[config.mk]
export PLATFORM = sky130hd
export DESIGN_NAME = spi_burst_controller
export DESIGN_NICKNAME = d
export VERILOG_FILES = /design/src/rtl/spi_burst_controller.sv
export SDC_FILE = /design/constraint.sdc
export NUM_CORES = 1
export LEC_CHECK = 0
export CAP_MARGIN = 5
export CORE_MARGIN = 2
export CORE_UTILIZATION = 50
export DETAILED_ROUTE_END_ITERATION = 8
export PLACE_DENSITY = 0.71
export SETUP_SLACK_MARGIN = 0.15
export SLEW_MARGIN = 20
export SYNTH_ARGS = -nofsm -noshare
export SYNTH_HDL_FRONTEND = slang
export SYNTH_SLANG_ARGS = --single-unit
[constraint.sdc]
create_clock -name clk -period 4.1 [get_ports clk]
set_clock_uncertainty 0.15 [all_clocks]
set_input_delay 1.23 -clock clk [delete_from_list [all_inputs] [get_ports clk]]
set_output_delay 1.23 -clock clk [all_outputs]
set_load 0.005 [all_outputs]
[src/rtl/spi_burst_controller.sv]
// spi_burst_controller: multi-lane SPI burst master with byte-wide TX/RX FIFOs
module spi_burst_fifo #(
   parameter int DEPTH = 16,
   localparam int AW = $clog2(DEPTH)
) (
   input  logic          clk,
   input  logic          reset_n,
   input  logic          wr_en,
   input  logic [7:0]    wr_data,
   input  logic          rd_en,
   output logic [7:0]    rd_data,
   output logic [AW:0]   count
);
   logic [7:0]    mem [DEPTH];
   logic [AW-1:0] wr_ptr, rd_ptr;
   assign rd_data = mem[rd_ptr];
   // pointers wrap naturally at DEPTH; occupancy tracks push minus pop
   always_ff @(posedge clk or negedge reset_n) begin
      if (!reset_n) begin
         wr_ptr <= '0;
         rd_ptr <= '0;
         count  <= '0;
      end else begin
         if (wr_en) wr_ptr <= wr_ptr + 1'b1;
         if (rd_en) rd_ptr <= rd_ptr + 1'b1;
         count <= count + {{AW{1'b0}}, wr_en} - {{AW{1'b0}}, rd_en};
      end
   end
   // byte storage
   always_ff @(posedge clk) if (wr_en) mem[wr_ptr] <= wr_data;
endmodule

module spi_burst_controller #(
   parameter int FIFO_DEPTH = 16,
   parameter int NUM_CS = 2,
   parameter int LEN_WIDTH = 12,
   parameter int DIV_WIDTH = 8,
   localparam int CSW = NUM_CS > 1 ? $clog2(NUM_CS) : 1,
   localparam int CW = $clog2(FIFO_DEPTH) + 1
) (
   input  logic                 clk,
   input  logic                 reset_n,
   input  logic                 start,
   input  logic [LEN_WIDTH-1:0] xfer_len,
   input  logic [CSW-1:0]       xfer_cs,
   input  logic [2:0]           xfer_mode,
   input  logic                 xfer_dir,
   input  logic [DIV_WIDTH-1:0] clk_div,
   input  logic [7:0]           tx_data,
   input  logic                 tx_valid,
   output logic                 tx_ready,
   output logic [7:0]           rx_data,
   output logic                 rx_valid,
   input  logic                 rx_ready,
   output logic                 busy,
   output logic                 done,
   output logic                 spi_clk,
   output logic [NUM_CS-1:0]    spi_cs_n,
   input  logic [3:0]           spi_data_in,
   output logic [3:0]           spi_data_out,
   output logic [3:0]           spi_data_oe
);
   typedef enum logic [2:0] {IDLE, CS_SETUP, LOAD, SHIFT_LO, SHIFT_HI, CS_HOLD} state_t;
   state_t state, state_nx;
   logic [LEN_WIDTH-1:0] len_q;
   logic [DIV_WIDTH-1:0] div_q, cnt;
   logic                 quad_q, dual_q, dir_q;
   logic [2:0]           sck_left;
   logic [7:0]           tx_sh, rx_sh, tx_head, tx_src;
   logic [CW-1:0]        tx_count, rx_count;
   logic tx_need, rx_need, phase_end, room, room_chain, tx_pop, rx_push;
   logic load, advance, rise, fall, byte_end, release_cs;
   assign busy      = state != IDLE;
   assign tx_ready  = tx_count != CW'(FIFO_DEPTH);
   assign rx_valid  = rx_count != '0;
   assign tx_need   = (!quad_q && !dual_q) || dir_q;
   assign rx_need   = (!quad_q && !dual_q) || !dir_q;
   assign phase_end = cnt == div_q;
   assign room       = (!tx_need || tx_count != '0) && (!rx_need || rx_count < CW'(FIFO_DEPTH));
   assign room_chain = (!tx_need || tx_count != '0) && (!rx_need || rx_count < CW'(FIFO_DEPTH - 1));
   assign tx_pop    = load && tx_need;
   assign tx_src    = load ? (tx_need ? tx_head : 8'h00) : tx_sh;

   spi_burst_fifo #(.DEPTH(FIFO_DEPTH)) u_tx (
      .clk(clk), .reset_n(reset_n), .wr_en(tx_valid && tx_ready), .wr_data(tx_data),
      .rd_en(tx_pop), .rd_data(tx_head), .count(tx_count)
   );
   spi_burst_fifo #(.DEPTH(FIFO_DEPTH)) u_rx (
      .clk(clk), .reset_n(reset_n), .wr_en(rx_push), .wr_data(rx_sh),
      .rd_en(rx_ready && rx_valid), .rd_data(rx_data), .count(rx_count)
   );

   // state register
   always_ff @(posedge clk or negedge reset_n) begin
      if (!reset_n) state <= IDLE;
      else          state <= state_nx;
   end

   // next state and per-cycle control strobes; a byte boundary with data ready skips LOAD
   always_comb begin
      state_nx   = state;
      load       = 1'b0;
      rx_push    = 1'b0;
      rise       = state == SHIFT_LO && phase_end;
      fall       = state == SHIFT_HI && phase_end;
      byte_end   = fall && sck_left == 3'd0;
      advance    = fall && sck_left != 3'd0;
      release_cs = state == CS_HOLD && phase_end;
      case (state)
         IDLE:     if (start) state_nx = CS_SETUP;
         CS_SETUP: if (phase_end) state_nx = LOAD;
         LOAD:     if (room) begin
                      load     = 1'b1;
                      state_nx = SHIFT_LO;
                   end
         SHIFT_LO: if (phase_end) state_nx = SHIFT_HI;
         SHIFT_HI: if (phase_end) begin
                      rx_push = byte_end && rx_need;
                      if (!byte_end) state_nx = SHIFT_LO;
                      else if (len_q == '0) state_nx = CS_HOLD;
                      else if (room_chain) begin
                         load     = 1'b1;
                         state_nx = SHIFT_LO;
                      end else state_nx = LOAD;
                   end
         CS_HOLD:  if (phase_end) state_nx = IDLE;
         default:  state_nx = IDLE;
      endcase
   end

   // burst datapath: latched command, phase timer, shifters and pin registers
   always_ff @(posedge clk or negedge reset_n) begin
      if (!reset_n) begin
         len_q        <= '0;
         div_q        <= '0;
         quad_q       <= 1'b0;
         dual_q       <= 1'b0;
         dir_q        <= 1'b0;
         cnt          <= '0;
         sck_left     <= '0;
         tx_sh        <= '0;
         rx_sh        <= '0;
         spi_clk      <= 1'b0;
         spi_cs_n     <= '1;
         spi_data_out <= '0;
         spi_data_oe  <= '0;
         done         <= 1'b0;
      end else begin
         done <= 1'b0;
         cnt  <= state_nx != state ? '0 : cnt + 1'b1;
         if (state == IDLE && start) begin
            len_q       <= xfer_len;
            div_q       <= clk_div;
            quad_q      <= xfer_mode == 3'b100;
            dual_q      <= xfer_mode == 3'b010;
            dir_q       <= xfer_dir;
            spi_cs_n    <= ~(NUM_CS'(1) << xfer_cs);
            spi_data_oe <= xfer_mode == 3'b100 ? {4{xfer_dir}} :
                           xfer_mode == 3'b010 ? {2'b00, {2{xfer_dir}}} : 4'b0001;
         end
         if (load || advance) begin
            spi_data_out <= quad_q ? tx_src[7:4] : dual_q ? {2'b00, tx_src[7:6]} : {3'b000, tx_src[7]};
            tx_sh        <= quad_q ? {tx_src[3:0], 4'h0} : dual_q ? {tx_src[5:0], 2'b00} : {tx_src[6:0], 1'b0};
            sck_left     <= load ? (quad_q ? 3'd1 : dual_q ? 3'd3 : 3'd7) : sck_left - 3'd1;
         end
         if (rise) begin
            spi_clk <= 1'b1;
            rx_sh   <= quad_q ? {rx_sh[3:0], spi_data_in} :
                       dual_q ? {rx_sh[5:0], spi_data_in[1:0]} : {rx_sh[6:0], spi_data_in[1]};
         end
         if (fall) spi_clk <= 1'b0;
         if (byte_end && len_q != '0) len_q <= len_q - 1'b1;
         if (release_cs) begin
            spi_cs_n     <= '1;
            spi_data_oe  <= '0;
            spi_data_out <= '0;
            done         <= 1'b1;
         end
      end
   end
endmodule

Word-level counts from Yosys, hierarchy flattened
Memory sizes are Yosys's and may differ from the RTL's.
Index checks and enable logic that the tools add are counted.

operators by class
  $add $sub $neg = 11
  magnitude comparators = 2
  equality and inequality tests = 10
  shifts and indexed selects = 1
  mux-type cells = 47
  bitwise gates (word level) = 1
  reduce and logical (&&, ||, !) cells = 37

operators by type and width
  cell                                                number
  two-way mux 8 bit                                   7
  two-way mux 3 bit                                   11
  two-way mux 12 bit                                  2
  two-way mux 4 bit                                   6
  case mux 3 bit (6 select lines)                     1
  adder 4 x 1 -> 4 bit, second input constant         4
  two-way mux 1 bit                                   15
  logical AND 1 bit                                   14
  zero test 12 bit                                    1
  nonzero test 12 bit                                 1
  subtractor 12 x 1 -> 12 bit, second input constant  1
  adder 5 x 1 -> 5 bit                                2
  nonzero test 5 bit                                  2
  subtractor 5 x 1 -> 5 bit                           2
  == test 3 x 2 -> 1 bit, second input constant       3
  == test 3 bit, second input constant                3
  adder 8 x 1 -> 8 bit, second input constant         1
  == test 8 bit                                       1
  two-way mux 2 bit                                   4
  nonzero test 2 bit                                  4
  zero test 3 bit                                     2
  logical OR 1 bit                                    6
  nonzero test 3 bit                                  2
  zero test 1 bit                                     5
  other kinds (9)                                     9

storage, ports and cells
  flip-flop bits (word level) = 91
  bits in writable memories = 256
  bits of input ports = 42
  output and inout port bits = 23
  logic and storage cells = 132
  memories = 2

memory list
  memory    depth  bits a word  rd ports  clocked after memory_dff  wr ports  RTL line  RTL
  u_rx.mem  16     8            1         0                         1         14        logic [7:0] mem [DEPTH];
  u_tx.mem  16     8            1         0                         1         14

Longest topological paths before layout
Gate-level depths: netlist of the first run.

  depth after elaboration = 16
  mapped depth = 17
  depth with buffers taken out = 17

Modules after synthesis
Synthesis of the first run repeated with hierarchy kept, for this count alone.

second synthesis, totals
  cell total of the unflattened synthesis = 956
  area, all modules = 14936.8 µm²

modules (own cells, without submodules)
  module                  times used  cells an instance  area each (µm²)  sequential area each (µm²)
  spi_burst_fifo at u_rx  1           281                5665.4           4169.0
  spi_burst_fifo at u_tx  1           277                5660.4           4169.0
  spi_burst_controller    1           398                3611.0           1579.0

Worst setup path after synthesis of the first run
Ideal clock, no wire load.

  path kind = reg-to-output
  start point = register u_rx.rd_ptr[0]
  end point = output rx_data[0]
  data arrival time = 2223 ps
  required time = 2720 ps
  slack = 497 ps
  stages on the path, launching flop included = 5
  buffers on the path = 2
  cells stage by stage = dfrtp_1 > clkbuf_1 > buf_1 > mux4_2 > mux4_2

on the way
  word-level cells in the longest chain between the ends = 1

RTL lines
  element                   RTL line  RTL
  from (decl)               15        logic [AW-1:0] wr_ptr, rd_ptr;
  from (signal assigned)    25        if (rd_en) rd_ptr <= rd_ptr + 1'b1;
  memory read (16 x 8 bit)  --
  to (decl)                 52        output logic [7:0] rx_data,

No other way between the ends.

Worst setup path in the final report of the first run
  start point = register u_rx.rd_ptr[0]
  end point = output rx_data[3]

Same word-level chain as after synthesis.

==> results of run 1 <==
-- layout make-up --
type,count,share of cell area
timing repair buffer,98,0.0566
sequential,345,0.580
clock buffer,49,0.0568
tap,384,0.0281
multi-input combinational,506,0.263
clock inverter,16,0.00586
inverter,43,0.00944
-- worst max-delay path, delay by kind of cell, from the launching register on --
| family | cells | cell delay (ns) |
|---|---|---|
| muxes | 2 | 1.06 |
| DFF | 1 | 0.41 |
| buffers and inverters | 2 | 0.36 |
-- cells in the final DEF (no fill, tap or decap), types with 28 or more instances in the layout --
cell,instances
sky130_fd_sc_hd__dfrtp_1,85
sky130_fd_sc_hd__buf_4,30
sky130_fd_sc_hd__mux4_2,73
sky130_fd_sc_hd__nand2_1,77
sky130_fd_sc_hd__ha_1,28
sky130_fd_sc_hd__edfxtp_1,256
sky130_fd_sc_hd__nor2_1,48
sky130_fd_sc_hd__inv_1,43
sky130_fd_sc_hd__clkdlybuf4s50_1,55
sky130_fd_sc_hd__nand3_1,34
sky130_fd_sc_hd__clkbuf_16,37
-- power by group --
| group | internal [uW] | leakage, uW | switching (uW) | total (uW) |
|---|---|---|---|---|
| combinational | 1850 | 0.00235 | 1720 | 3570 |
| clock | 1680 | 0.000520 | 1310 | 2980 |
| sequential | 4470 | 0.00340 | 612 | 5080 |
| total | 7990 | 0.00627 | 3640 | 11600 |
-- registers in the layout, indices dropped and copies added (netlist names), 2 cells and up --
| register | cells |
|---|---|
| u_tx.rd_ptr | 4 |
| spi_data_out | 4 |
| tx_sh | 7 |
| cnt | 8 |
| spi_cs_n | 2 |
| len_q | 12 |
| state | 3 |
| div_q | 8 |
| u_rx.rd_ptr | 4 |
| sck_left | 3 |
| u_rx.count | 5 |
| spi_data_oe | 3 |
| u_tx.wr_ptr | 4 |
| u_rx.mem | 128 |
| rx_sh | 8 |
| u_rx.wr_ptr | 4 |
| u_tx.mem | 128 |
| u_tx.count | 5 |
-- per-layer routing --
metal	vias to the layer above	GRT usage	wire, um
met5	-	0	0
met4	0	0.0554	575
met3	52	0.0320	1760
met2	276	0.340	15100
met1	4104	0.274	12700
li1	3746	-	-
-- worst paths after layout --
check / startpoint / endpoint / cells after the start
setup / recovery: u_rx.rd_ptr[0]$_DFFE_PN0P_ / rx_data[3] / 4
setup reg to reg: len_q[4]$_DFFE_PN0P_ / u_tx.count[4]$_DFF_PN0_ / 15
min in group asynchronous: reset_n / rx_sh[7]$_DFFE_PN0P_ / 1
hold reg to reg: spi_cs_n[0]$_DFFE_PN1P_ / spi_cs_n[0]$_DFFE_PN1P_ / 2
max in group asynchronous: reset_n / spi_cs_n[0]$_DFFE_PN1P_ / 2
hold / removal: spi_cs_n[0]$_DFFE_PN1P_ / spi_cs_n[0]$_DFFE_PN1P_ / 2
-- through the flow --
stage,setup WS (ns),cell area [um^2]
2_1_floorplan,0.497,14700
3_3_place_gp,0.509,16000
3_5_place_dp,0.446,16000
4_1_cts,0.0509,17100
5_1_grt,0.234,17100
6_report,0.350,17100
-- cell families after synthesis --
logic type | count (synthesis) | share of synthesized area
AO/OA/AOI/OAI | 88 | 0.0403
XOR/XNOR | 36 | 0.0214
adder cells (fa/ha/maj) | 30 | 0.0265
buffers and inverters | 88 | 0.0231
flip-flops | 345 | 0.672
multiplexers | 104 | 0.133
AND/OR/NAND/NOR | 248 | 0.0832
-- repair_timing --
action                                  CTS  global route
resized for setup                         6             9
endpoints found under the setup margin    8             8
hold buffers                              0             0
==> impl_metrics.prom, run 1 <==
# TYPE chip_impl_metric gauge
chip_impl_info{name="run_status",value="finished, final reports clean"} 1
chip_impl_metric{name="io_buffers",unit=""} 64
chip_impl_metric{name="postCtsSetupBuffers",unit=""} 0
chip_impl_metric{name="die_area",unit="um^2"} 30900
chip_impl_metric{name="total_power",unit="uW"} 11600
chip_impl_metric{name="totalWireLength",unit="mm"} 30.1
chip_impl_metric{name="cpPeakStageDelay",unit="ns"} 0.54
chip_impl_metric{name="multi_input_area",unit="um^2"} 4490
chip_impl_metric{name="timing.final.crit_share",unit=""} 0.915
chip_impl_metric{name="timing_worst_slew_pin_value",unit="ns"} 0.785
chip_impl_metric{name="regToRegSetupSlack",unit="ns"} 0.41
chip_impl_metric{name="synth.cell_area",unit="um^2"} 14700
chip_impl_metric{name="avgViaCountPerCell",unit=""} 5.68
chip_impl_metric{name="globalRoute.totalOverflow",unit=""} 0
chip_impl_metric{name="detailroute.via_count",unit=""} 8178
chip_impl_metric{name="synth_edf_count",unit=""} 256
chip_impl_info{name="timing.setup.critical_path_class",value="flip-flop to primary output"} 1
chip_impl_metric{name="initialDrtViolationCount",unit=""} 734
chip_impl_metric{name="fmax",unit="MHz"} 267
chip_impl_metric{name="mapped_avg_cell_area",unit="um^2"} 15.7
chip_impl_metric{name="timing.final.max_slew_violations",unit=""} 0
chip_impl_metric{name="vias_in_the_first_global_route",unit=""} 8339
chip_impl_metric{name="min_clock_period_post_route",unit="ns"} 3.75
chip_impl_metric{name="timing.max_slew.rel_slack",unit=""} 0.477
chip_impl_info{name="crit_path_end_kind",value="primary output"} 1
chip_impl_metric{name="grt_first_pass_wirelength",unit="mm"} 47.3
chip_impl_metric{name="drtPass1Iterations",unit=""} 7
chip_impl_info{name="cts_tree",value="done"} 1
chip_impl_info{name="worst_setup_path_start_kind",value="flip-flop"} 1
chip_impl_metric{name="max-clock-path-buffers",unit=""} 3
chip_impl_metric{name="cts_max_level",unit=""} 2
chip_impl_metric{name="drv_cap",unit=""} 0
chip_impl_metric{name="layout.area.seq",unit="um^2"} 9920
chip_impl_metric{name="asyncSetResetFlopFracSynth",unit=""} 0.258
chip_impl_metric{name="clk_pin_slew_worst_paths",unit="ns"} 0.06
chip_impl_metric{name="post-route-drc-count",unit=""} 0
chip_impl_metric{name="fp.coreArea",unit="um^2"} 28900
chip_impl_metric{name="drt-wirelength-per-cell",unit="um"} 20.9
chip_impl_metric{name="filler_cell_count",unit=""} 2178
chip_impl_metric{name="synth_cells",unit=""} 939
chip_impl_metric{name="vdd_ir_drop_max",unit="mV"} 0.393
chip_impl_info{name="yosys.cell_count.top_type",value="sky130_fd_sc_hd__edfxtp_1"} 1
chip_impl_metric{name="critPathRequiredTime",unit="ns"} 2.72
chip_impl_metric{name="rows",unit=""} 62
chip_impl_metric{name="finalCoreUtilization",unit=""} 0.592
chip_impl_info{name="min_path_type",value="flip-flop to flip-flop"} 1
chip_impl_metric{name="place.gp.congestion",unit=""} 0.796
chip_impl_metric{name="finalSetupTns",unit="ns"} 0
chip_impl_metric{name="yosysTopAreaCellShare",unit=""} 0.521
chip_impl_metric{name="die_height",unit="um"} 176
chip_impl_metric{name="detailedPlacementHpwl",unit="mm"} 19.3
chip_impl_metric{name="post-place-cells",unit=""} 1376
chip_impl_metric{name="final-instance-count-excl-fill",unit=""} 1441
chip_impl_metric{name="floorplan.initialDensity",unit=""} 0.511
chip_impl_metric{name="antenna_left",unit=""} 0
chip_impl_metric{name="layout.nets",unit=""} 1103
chip_impl_metric{name="finalSetupViolCount",unit=""} 0
chip_impl_metric{name="number_of_antenna_violations_at_the_first_check_in_global_routing",unit=""} 0
chip_impl_metric{name="mappedNetlistNets",unit=""} 1011
chip_impl_metric{name="synth-seq-cells",unit=""} 345
chip_impl_metric{name="grt_max_degree",unit=""} 52
chip_impl_metric{name="fin_hold_ws",unit="ns"} 0.341
chip_impl_metric{name="yosys.cell_types.count",unit=""} 58
chip_impl_metric{name="numCtsBuffers",unit=""} 37
chip_impl_info{name="path_common_cell",value="sky130_fd_sc_hd__mux4_2"} 1
chip_impl_info{name="synth_top_flop_cell",value="sky130_fd_sc_hd__edfxtp_1"} 1
chip_impl_metric{name="post_route_cells_drive_above_1_share",unit=""} 0.167
chip_impl_info{name="cts_root_buf",value="sky130_fd_sc_hd__clkbuf_16"} 1
chip_impl_metric{name="ioPinCount",unit=""} 65
chip_impl_metric{name="synth_seq_area_share",unit=""} 0.672
chip_impl_info{name="synth.top_cells.by_area",value="sky130_fd_sc_hd__edfxtp_1, sky130_fd_sc_hd__dfrtp_1, sky130_fd_sc_hd__mux4_2"} 1
chip_impl_metric{name="ys.warnings.count",unit=""} 0
chip_impl_metric{name="grt.total_usage",unit=""} 0.201
chip_impl_metric{name="dieWidth",unit="um"} 176
chip_impl_info{name="timing.critical_path.cells",value="buf_12 > mux4_2 > mux4_2 > dlymetal6s2s_1"} 1
chip_impl_metric{name="tritoncts_num_sinks",unit=""} 345
chip_impl_info{name="synth_largest_area_cell",value="sky130_fd_sc_hd__edfxtp_1"} 1
chip_impl_metric{name="leakage",unit="uW"} 0.00627
chip_impl_metric{name="pwr_density_cell",unit="nW/um^2"} 681
chip_impl_metric{name="crit_path_dat",unit="ns"} 2.37
chip_impl_metric{name="syn2layout_area_growth",unit="%"} 15.9
chip_impl_metric{name="report.final.hold_viol_count",unit=""} 0
chip_impl_metric{name="cp_max_fo",unit=""} 16
chip_impl_info{name="grt_setup_unrepaired",value="no"} 1
chip_impl_metric{name="n_antenna_cell",unit=""} 0
chip_impl_info{name="most_instantiated_cells_after_synthesis",value="sky130_fd_sc_hd__edfxtp_1, sky130_fd_sc_hd__dfrtp_1, sky130_fd_sc_hd__nand2_1"} 1
chip_impl_metric{name="clk_latency",unit="ns"} 0.53
chip_impl_info{name="timing.critical_path.slowest_stage_cell",value="sky130_fd_sc_hd__mux4_2"} 1
No activity file was read; power rests on OpenSTA's default activity.
==> inputs of run 2 (changes only) <==
CORE_UTILIZATION = 60   (was 50)
PLACE_DENSITY = 0.82   (was 0.71)
==> run 2 against run 1 <==
  * Die area shrank 16%
  * Combinational power rose by 5%
  * Worst setup slack worse by 0.18 ns
  * Maximum frequency decreased by 4.6%
  * Sequential share of layout area down 0.53 points
  * Cell area increased by 0.92%
  * Count of clock-buffer cells in the layout stayed put
  * Clock power rose by 7.0%
  * Critical endpoint is now rx_data[1]
  * Largest cell class unchanged
==> impl_metrics.prom, run 2 (synthesized netlist as in run 1, its figures left out) <==
# TYPE chip_impl_metric gauge
chip_impl_info{name="run_status",value="finished, final reports clean"} 1
chip_impl_metric{name="postLayoutCellArea",unit="um^2"} 17200
chip_impl_metric{name="tritoncts_num_sinks",unit=""} 345
chip_impl_metric{name="detailroute.via_count",unit=""} 8654
chip_impl_metric{name="initialDrtViolationCount",unit=""} 960
chip_impl_info{name="cts_root_buf",value="sky130_fd_sc_hd__clkbuf_16"} 1
chip_impl_metric{name="rows",unit=""} 57
chip_impl_metric{name="ioPinCount",unit=""} 65
chip_impl_info{name="crit-reg2reg-launch",value="cnt[2]$_DFF_PN0_"} 1
chip_impl_metric{name="clk_latency",unit="ns"} 0.52
chip_impl_metric{name="layout.nets",unit=""} 1117
chip_impl_metric{name="fmax",unit="MHz"} 254
chip_impl_metric{name="timing.final.max_slew_violations",unit=""} 0
chip_impl_metric{name="cp_max_fo",unit=""} 5
chip_impl_metric{name="detailedPlacementHpwl",unit="mm"} 19.5
chip_impl_metric{name="total_power",unit="uW"} 12200
chip_impl_metric{name="post_route_cells_drive_above_1_share",unit=""} 0.185
chip_impl_info{name="worst_setup_path_start_kind",value="flip-flop"} 1
chip_impl_metric{name="pwr_density_cell",unit="nW/um^2"} 705
chip_impl_metric{name="antenna_left",unit=""} 0
chip_impl_metric{name="place.gp.congestion",unit=""} 0.814
chip_impl_info{name="timing.setup.critical_path_class",value="flip-flop to primary output"} 1
chip_impl_info{name="reg_top3",value="u_rx.mem x128, u_tx.mem x128, len_q x12"} 1
chip_impl_metric{name="finalSetupViolCount",unit=""} 0
chip_impl_metric{name="report.final.hold_viol_count",unit=""} 0
chip_impl_info{name="critPathLaunch",value="u_rx.rd_ptr[0]$_DFFE_PN0P_"} 1
chip_impl_metric{name="clk_pin_slew_worst_paths",unit="ns"} 0.06
chip_impl_metric{name="vias_in_the_first_global_route",unit=""} 8932
chip_impl_metric{name="fp.coreArea",unit="um^2"} 24200
chip_impl_metric{name="io_buffers",unit=""} 64
chip_impl_metric{name="die_area",unit="um^2"} 25900
chip_impl_metric{name="crit_path_dat",unit="ns"} 2.55
chip_impl_metric{name="globalRoute.totalOverflow",unit=""} 0
chip_impl_metric{name="finalSetupTns",unit="ns"} 0
chip_impl_metric{name="timing.max_slew.rel_slack",unit=""} 0.389
chip_impl_info{name="cts_tree",value="done"} 1
chip_impl_metric{name="timing_worst_slew_pin_value",unit="ns"} 0.916
chip_impl_metric{name="avgViaCountPerCell",unit=""} 6.21
chip_impl_metric{name="min_clock_period_post_route",unit="ns"} 3.93
chip_impl_info{name="crit_path_end_kind",value="primary output"} 1
chip_impl_metric{name="post-route-drc-count",unit=""} 0
chip_impl_info{name="hp-start",value="tx_sh[2]$_DFFE_PN0P_"} 1
chip_impl_metric{name="critPathRequiredTime",unit="ns"} 2.72
chip_impl_metric{name="dieWidth",unit="um"} 161
chip_impl_metric{name="drv_cap",unit=""} 0
chip_impl_info{name="layout.cells.most_common",value="sky130_fd_sc_hd__edfxtp_1"} 1
chip_impl_metric{name="grt_max_degree",unit=""} 56
chip_impl_metric{name="max-clock-path-buffers",unit=""} 3
chip_impl_metric{name="number_of_antenna_violations_at_the_first_check_in_global_routing",unit=""} 0
chip_impl_metric{name="drtPass1Iterations",unit=""} 5
chip_impl_metric{name="grt.total_usage",unit=""} 0.262
chip_impl_metric{name="vdd_ir_drop_max",unit="mV"} 0.527
chip_impl_metric{name="timing.final.crit_share",unit=""} 0.959
chip_impl_metric{name="filler_cell_count",unit=""} 1467
chip_impl_metric{name="post-place-cells",unit=""} 1318
chip_impl_metric{name="leakage",unit="uW"} 0.00634
chip_impl_metric{name="n_antenna_cell",unit=""} 0
chip_impl_metric{name="floorplan.initialDensity",unit=""} 0.608
chip_impl_info{name="min_path_type",value="flip-flop to flip-flop"} 1
chip_impl_metric{name="grt_first_pass_wirelength",unit="mm"} 51.1
chip_impl_metric{name="post_dp_cell_area",unit="um^2"} 15900
chip_impl_metric{name="syn2layout_area_growth",unit="%"} 16.9
chip_impl_info{name="grt_setup_unrepaired",value="yes"} 1
chip_impl_metric{name="cts_max_level",unit=""} 2
chip_impl_metric{name="totalWireLength",unit="mm"} 32.6
chip_impl_metric{name="drt-wirelength-per-cell",unit="um"} 23.4
chip_impl_metric{name="cts_hold_buf",unit=""} 0
chip_impl_metric{name="final-instance-count-excl-fill",unit=""} 1394
chip_impl_metric{name="numCtsBuffers",unit=""} 35
chip_impl_info{name="commonest_non_fill_non_tap_cells_in_the_layout",value="sky130_fd_sc_hd__edfxtp_1, sky130_fd_sc_hd__dfrtp_1, sky130_fd_sc_hd__nand2_1"} 1
chip_impl_metric{name="die_height",unit="um"} 161
-- run 2: cell types whose count changed in the layout (fill, tap and decap cells not counted), sizes merged, moves of 4 or more --
cell / delta
buf: +15
bufinv: +4
clkdlybuf4s15: +5
dlymetal6s2s: -8
-- run 2: final timing paths --
check                                             end  slack (ns)  cells after the start
max reg2reg                   u_rx.count[4]$_DFF_PN0_        0.39                     14
min reg2reg                      tx_sh[2]$_DFFE_PN0P_        0.34                      2
max in group asynchronous  u_tx.wr_ptr[2]$_DFFE_PN0P_        2.61                      2
max                                        rx_data[1]        0.17                      6
min in group asynchronous  spi_data_oe[0]$_DFFE_PN0P_        0.52                      1
min                              tx_sh[2]$_DFFE_PN0P_        0.34                      2
-- run 2: repair_timing --
action	CTS	global route
setup endpoints to repair	8	8
gates cloned	3	1
gates resized for setup	14	12
setup buffers	7	3
-- run 2: cell type report --
class / instances / area, um^2 / share of cell area
inverters: 43 / 161 / 0.00936
clock buffers: 49 / 938 / 0.0544
multi-input cells: 506 / 4500 / 0.261
well taps: 324 / 405 / 0.0235
repair buffers: 114 / 1140 / 0.0659
flip-flops and latches: 345 / 9920 / 0.575
clock inverters: 13 / 193 / 0.0112
-- run 2: report_power, final --
group / total [uW] / leakage (uW) / switching, uW / internal (uW)
registers: 5230 / 0.00340 / 762 / 4460
clock network: 3190 / 0.000551 / 1320 / 1870
logic: 3760 / 0.00239 / 1750 / 2000
-- run 2: worst max-delay path: stages, from the launching register on --
cell                              delay, ns
sky130_fd_sc_hd__dfrtp_2               0.43
sky130_fd_sc_hd__buf_4                 0.14
sky130_fd_sc_hd__buf_6                 0.11
sky130_fd_sc_hd__buf_16                0.13
sky130_fd_sc_hd__mux4_2                0.54
sky130_fd_sc_hd__mux4_2                0.47
sky130_fd_sc_hd__clkdlybuf4s15_1       0.21
-- run 2: through the flow --
step           hold WS, ns   util  worst slack, ns
3_3_place_gp         0.310  0.656            0.534
2_1_floorplan        0.293      -            0.497
6_report             0.335  0.711            0.168
3_5_place_dp         0.314  0.656            0.483
4_1_cts              0.328  0.709           0.0494
5_1_grt              0.365  0.711            0.115
-- run 2: routing by layer --
metal	wire (um)	GRT usage
met1	12400	0.342
met2	16800	0.445
met3	2220	0.0455
met4	1230	0.102
met5	0	0
==> inputs of run 3 (changes only) <==
PLACE_DENSITY = 0.79   (was 0.82)
==> run 3 against run 2 <==
  * Sequential power down 1%
  * Utilization down 0.59 points
  * Via count down 3.2%
  * Combinational power down 5%
  * Clock power down 2%
  * Worst setup slack better by 0.069 ns
  * Sequential share of layout area up 0.48 points
  * Global-route usage down 1.3 points
  * Hold slack worse by 0.010 ns
  * Die area unchanged
  * Critical endpoint is now rx_data[7]
  * Highest routed layer unchanged
==> impl_metrics.prom, run 3 (synthesized netlist as in run 1, its figures left out) <==
# TYPE chip_impl_metric gauge
chip_impl_metric{name="floorplan.initialDensity",unit=""} 0.608
chip_impl_metric{name="finalSetupTns",unit="ns"} 0
chip_impl_metric{name="totalWireLength",unit="mm"} 31.1
chip_impl_metric{name="initialDrtViolationCount",unit=""} 913
chip_impl_metric{name="timing_worst_slew_pin_value",unit="ns"} 0.932
chip_impl_metric{name="number_of_antenna_violations_at_the_first_check_in_global_routing",unit=""} 0
chip_impl_metric{name="die_area",unit="um^2"} 25900
chip_impl_metric{name="grt.total_usage",unit=""} 0.249
chip_impl_info{name="cts_root_buf",value="sky130_fd_sc_hd__clkbuf_16"} 1
chip_impl_metric{name="pwr_density_cell",unit="nW/um^2"} 695
chip_impl_metric{name="finalCoreUtilization",unit=""} 0.705
chip_impl_metric{name="syn2layout_area_growth",unit="%"} 16.0
chip_impl_metric{name="drt-wirelength-per-cell",unit="um"} 22.5
chip_impl_metric{name="place.gp.congestion",unit=""} 0.834
chip_impl_metric{name="post-route-drc-count",unit=""} 0
chip_impl_metric{name="crit_buf_inv",unit=""} 3
chip_impl_info{name="crit_path_end_kind",value="primary output"} 1
chip_impl_metric{name="cpPeakStageDelay",unit="ns"} 0.52
chip_impl_metric{name="post_route_cells_drive_above_1_share",unit=""} 0.173
chip_impl_metric{name="drtPass1Iterations",unit=""} 6
chip_impl_metric{name="crit_path_dat",unit="ns"} 2.48
chip_impl_info{name="timing.critical_path.cells",value="buf_4 > buf_12 > mux4_2 > mux4_2 > dlygate4sd2_1"} 1
chip_impl_metric{name="cts_hold_buf",unit=""} 0
chip_impl_metric{name="grt_first_pass_wirelength",unit="mm"} 48.8
chip_impl_metric{name="layout.area.seq",unit="um^2"} 9920
chip_impl_info{name="min_path_type",value="flip-flop to flip-flop"} 1
chip_impl_metric{name="antenna_left",unit=""} 0
chip_impl_metric{name="detailroute.via_count",unit=""} 8381
chip_impl_metric{name="report.final.hold_viol_count",unit=""} 0
chip_impl_metric{name="finalSetupViolCount",unit=""} 0
chip_impl_metric{name="rows",unit=""} 57
chip_impl_info{name="commonest_non_fill_non_tap_cells_in_the_layout",value="sky130_fd_sc_hd__edfxtp_1, sky130_fd_sc_hd__dfrtp_1, sky130_fd_sc_hd__nand2_1"} 1
chip_impl_info{name="timing.critical_path.slowest_stage_cell",value="sky130_fd_sc_hd__mux4_2"} 1
chip_impl_metric{name="vdd_ir_drop_max",unit="mV"} 0.429
chip_impl_info{name="reg_top3",value="u_rx.mem x128, u_tx.mem x128, len_q x12"} 1
chip_impl_metric{name="die_height",unit="um"} 161
chip_impl_metric{name="timing.final.max_slew_violations",unit=""} 0
chip_impl_metric{name="multi_input_area",unit="um^2"} 4490
chip_impl_metric{name="dieWidth",unit="um"} 161
chip_impl_metric{name="cts_max_level",unit=""} 2
chip_impl_metric{name="numCtsBuffers",unit=""} 36
chip_impl_metric{name="timing.final.crit_share",unit=""} 0.942
chip_impl_metric{name="globalRoute.totalOverflow",unit=""} 0
chip_impl_metric{name="grt_max_degree",unit=""} 52
chip_impl_metric{name="leakage",unit="uW"} 0.00630
chip_impl_metric{name="critPathRequiredTime",unit="ns"} 2.72
chip_impl_metric{name="filler_cell_count",unit=""} 1533
chip_impl_info{name="timing.setup.critical_path_class",value="flip-flop to primary output"} 1
chip_impl_metric{name="avgViaCountPerCell",unit=""} 6.06
chip_impl_metric{name="n_antenna_cell",unit=""} 0
chip_impl_metric{name="fmax",unit="MHz"} 259
chip_impl_metric{name="layout.nets",unit=""} 1107
chip_impl_metric{name="clk_pin_slew_worst_paths",unit="ns"} 0.06
chip_impl_metric{name="clk_latency",unit="ns"} 0.51
chip_impl_info{name="path_common_cell",value="sky130_fd_sc_hd__mux4_2"} 1
chip_impl_metric{name="min_clock_period_post_route",unit="ns"} 3.86
chip_impl_metric{name="max-clock-path-buffers",unit=""} 3
chip_impl_metric{name="fin_hold_ws",unit="ns"} 0.325
chip_impl_metric{name="io_buffers",unit=""} 64
chip_impl_metric{name="tritoncts_num_sinks",unit=""} 345
chip_impl_info{name="critical-path-top-delay-family",value="multiplexers"} 1
chip_impl_info{name="worst_setup_path_start_kind",value="flip-flop"} 1
chip_impl_metric{name="fp.coreArea",unit="um^2"} 24200
chip_impl_metric{name="drv_cap",unit=""} 0
chip_impl_info{name="layout.cells.most_common",value="sky130_fd_sc_hd__edfxtp_1"} 1
chip_impl_metric{name="cp_max_fo",unit=""} 9
chip_impl_metric{name="vias_in_the_first_global_route",unit=""} 8624
chip_impl_metric{name="ioPinCount",unit=""} 65
chip_impl_info{name="grt_setup_unrepaired",value="no"} 1
chip_impl_info{name="cts_tree",value="done"} 1
chip_impl_metric{name="detailedPlacementHpwl",unit="mm"} 19.4
chip_impl_info{name="run_status",value="finished, final reports clean"} 1
chip_impl_metric{name="timing.max_slew.rel_slack",unit=""} 0.376
==> run 3: changes by cell type in the layout (fill, tap and decap cells not counted), moves of 3 or more <==
cell and delta:
sky130_fd_sc_hd__clkinv_2 -3, sky130_fd_sc_hd__clkdlybuf4s15_1 -5, sky130_fd_sc_hd__buf_4 -4, sky130_fd_sc_hd__dlymetal6s2s_1 +5
sky130_fd_sc_hd__buf_6 -4
==> run 3: final cells by class <==
class / instances / area share
clock inverter: 11 / 0.00841
multi-input combinational: 506 / 0.263
inverter: 43 / 0.00944
clock buffer: 50 / 0.0575
timing repair buffer: 103 / 0.0585
sequential: 345 / 0.580
tap: 324 / 0.0237
==> run 3: timing repair <==
action / CTS / global route
gates resized for setup: 11 / 5
endpoints found under the setup margin: 8 / 5
cloned: 1 / 0
buffers inserted: 2 / 0
==> run 3: final timing paths <==
kind                                       startpoint                    endpoint  slack (ns)  cells after the start
max in group asynchronous                     reset_n     spi_cs_n[1]$_DFFE_PN1P_        2.44                      2
min reg2reg                      tx_sh[2]$_DFFE_PN0P_        tx_sh[2]$_DFFE_PN0P_        0.32                      2
min                              tx_sh[2]$_DFFE_PN0P_        tx_sh[2]$_DFFE_PN0P_        0.32                      2
max reg2reg                      len_q[4]$_DFFE_PN0P_     u_tx.count[4]$_DFF_PN0_        0.41                     15
min in group asynchronous                     reset_n  u_rx.rd_ptr[3]$_DFFE_PN0P_        0.62                      1
max                        u_rx.rd_ptr[0]$_DFFE_PN0P_                  rx_data[7]        0.24                      5
==> run 3: tightest hold or removal path: stages, from the launching register on <==
cell	delay (ns)
sky130_fd_sc_hd__dfrtp_1	0.34
sky130_fd_sc_hd__nand2_1	0.05
sky130_fd_sc_hd__o31ai_1	0.05
==> run 3: per-layer routing <==
metal	track usage	routed length (um)
met2	0.421	16000
met4	0.0791	731
met3	0.0377	2030
met5	0	0
met1	0.339	12400
==> run 3: power by group <==
| group | switching, uW | leakage [uW] | internal, uW |
|---|---|---|---|
| clock | 1270 | 0.000545 | 1860 |
| sequential | 694 | 0.00340 | 4470 |
| combinational | 1710 | 0.00235 | 1880 |
| total | 3680 | 0.00630 | 8210 |
==> run 3: metrics by stage <==
stage	instances	setup WS, ns	power (uW)	area (um^2)
floorplan	939	0.497	7520	14700
global placement	1318	0.505	8590	15900
detailed placement	1318	0.411	8710	15900
CTS	1382	0.0639	12000	17100
global route	1382	0.180	12500	17100
finish	1382	0.237	11900	17100
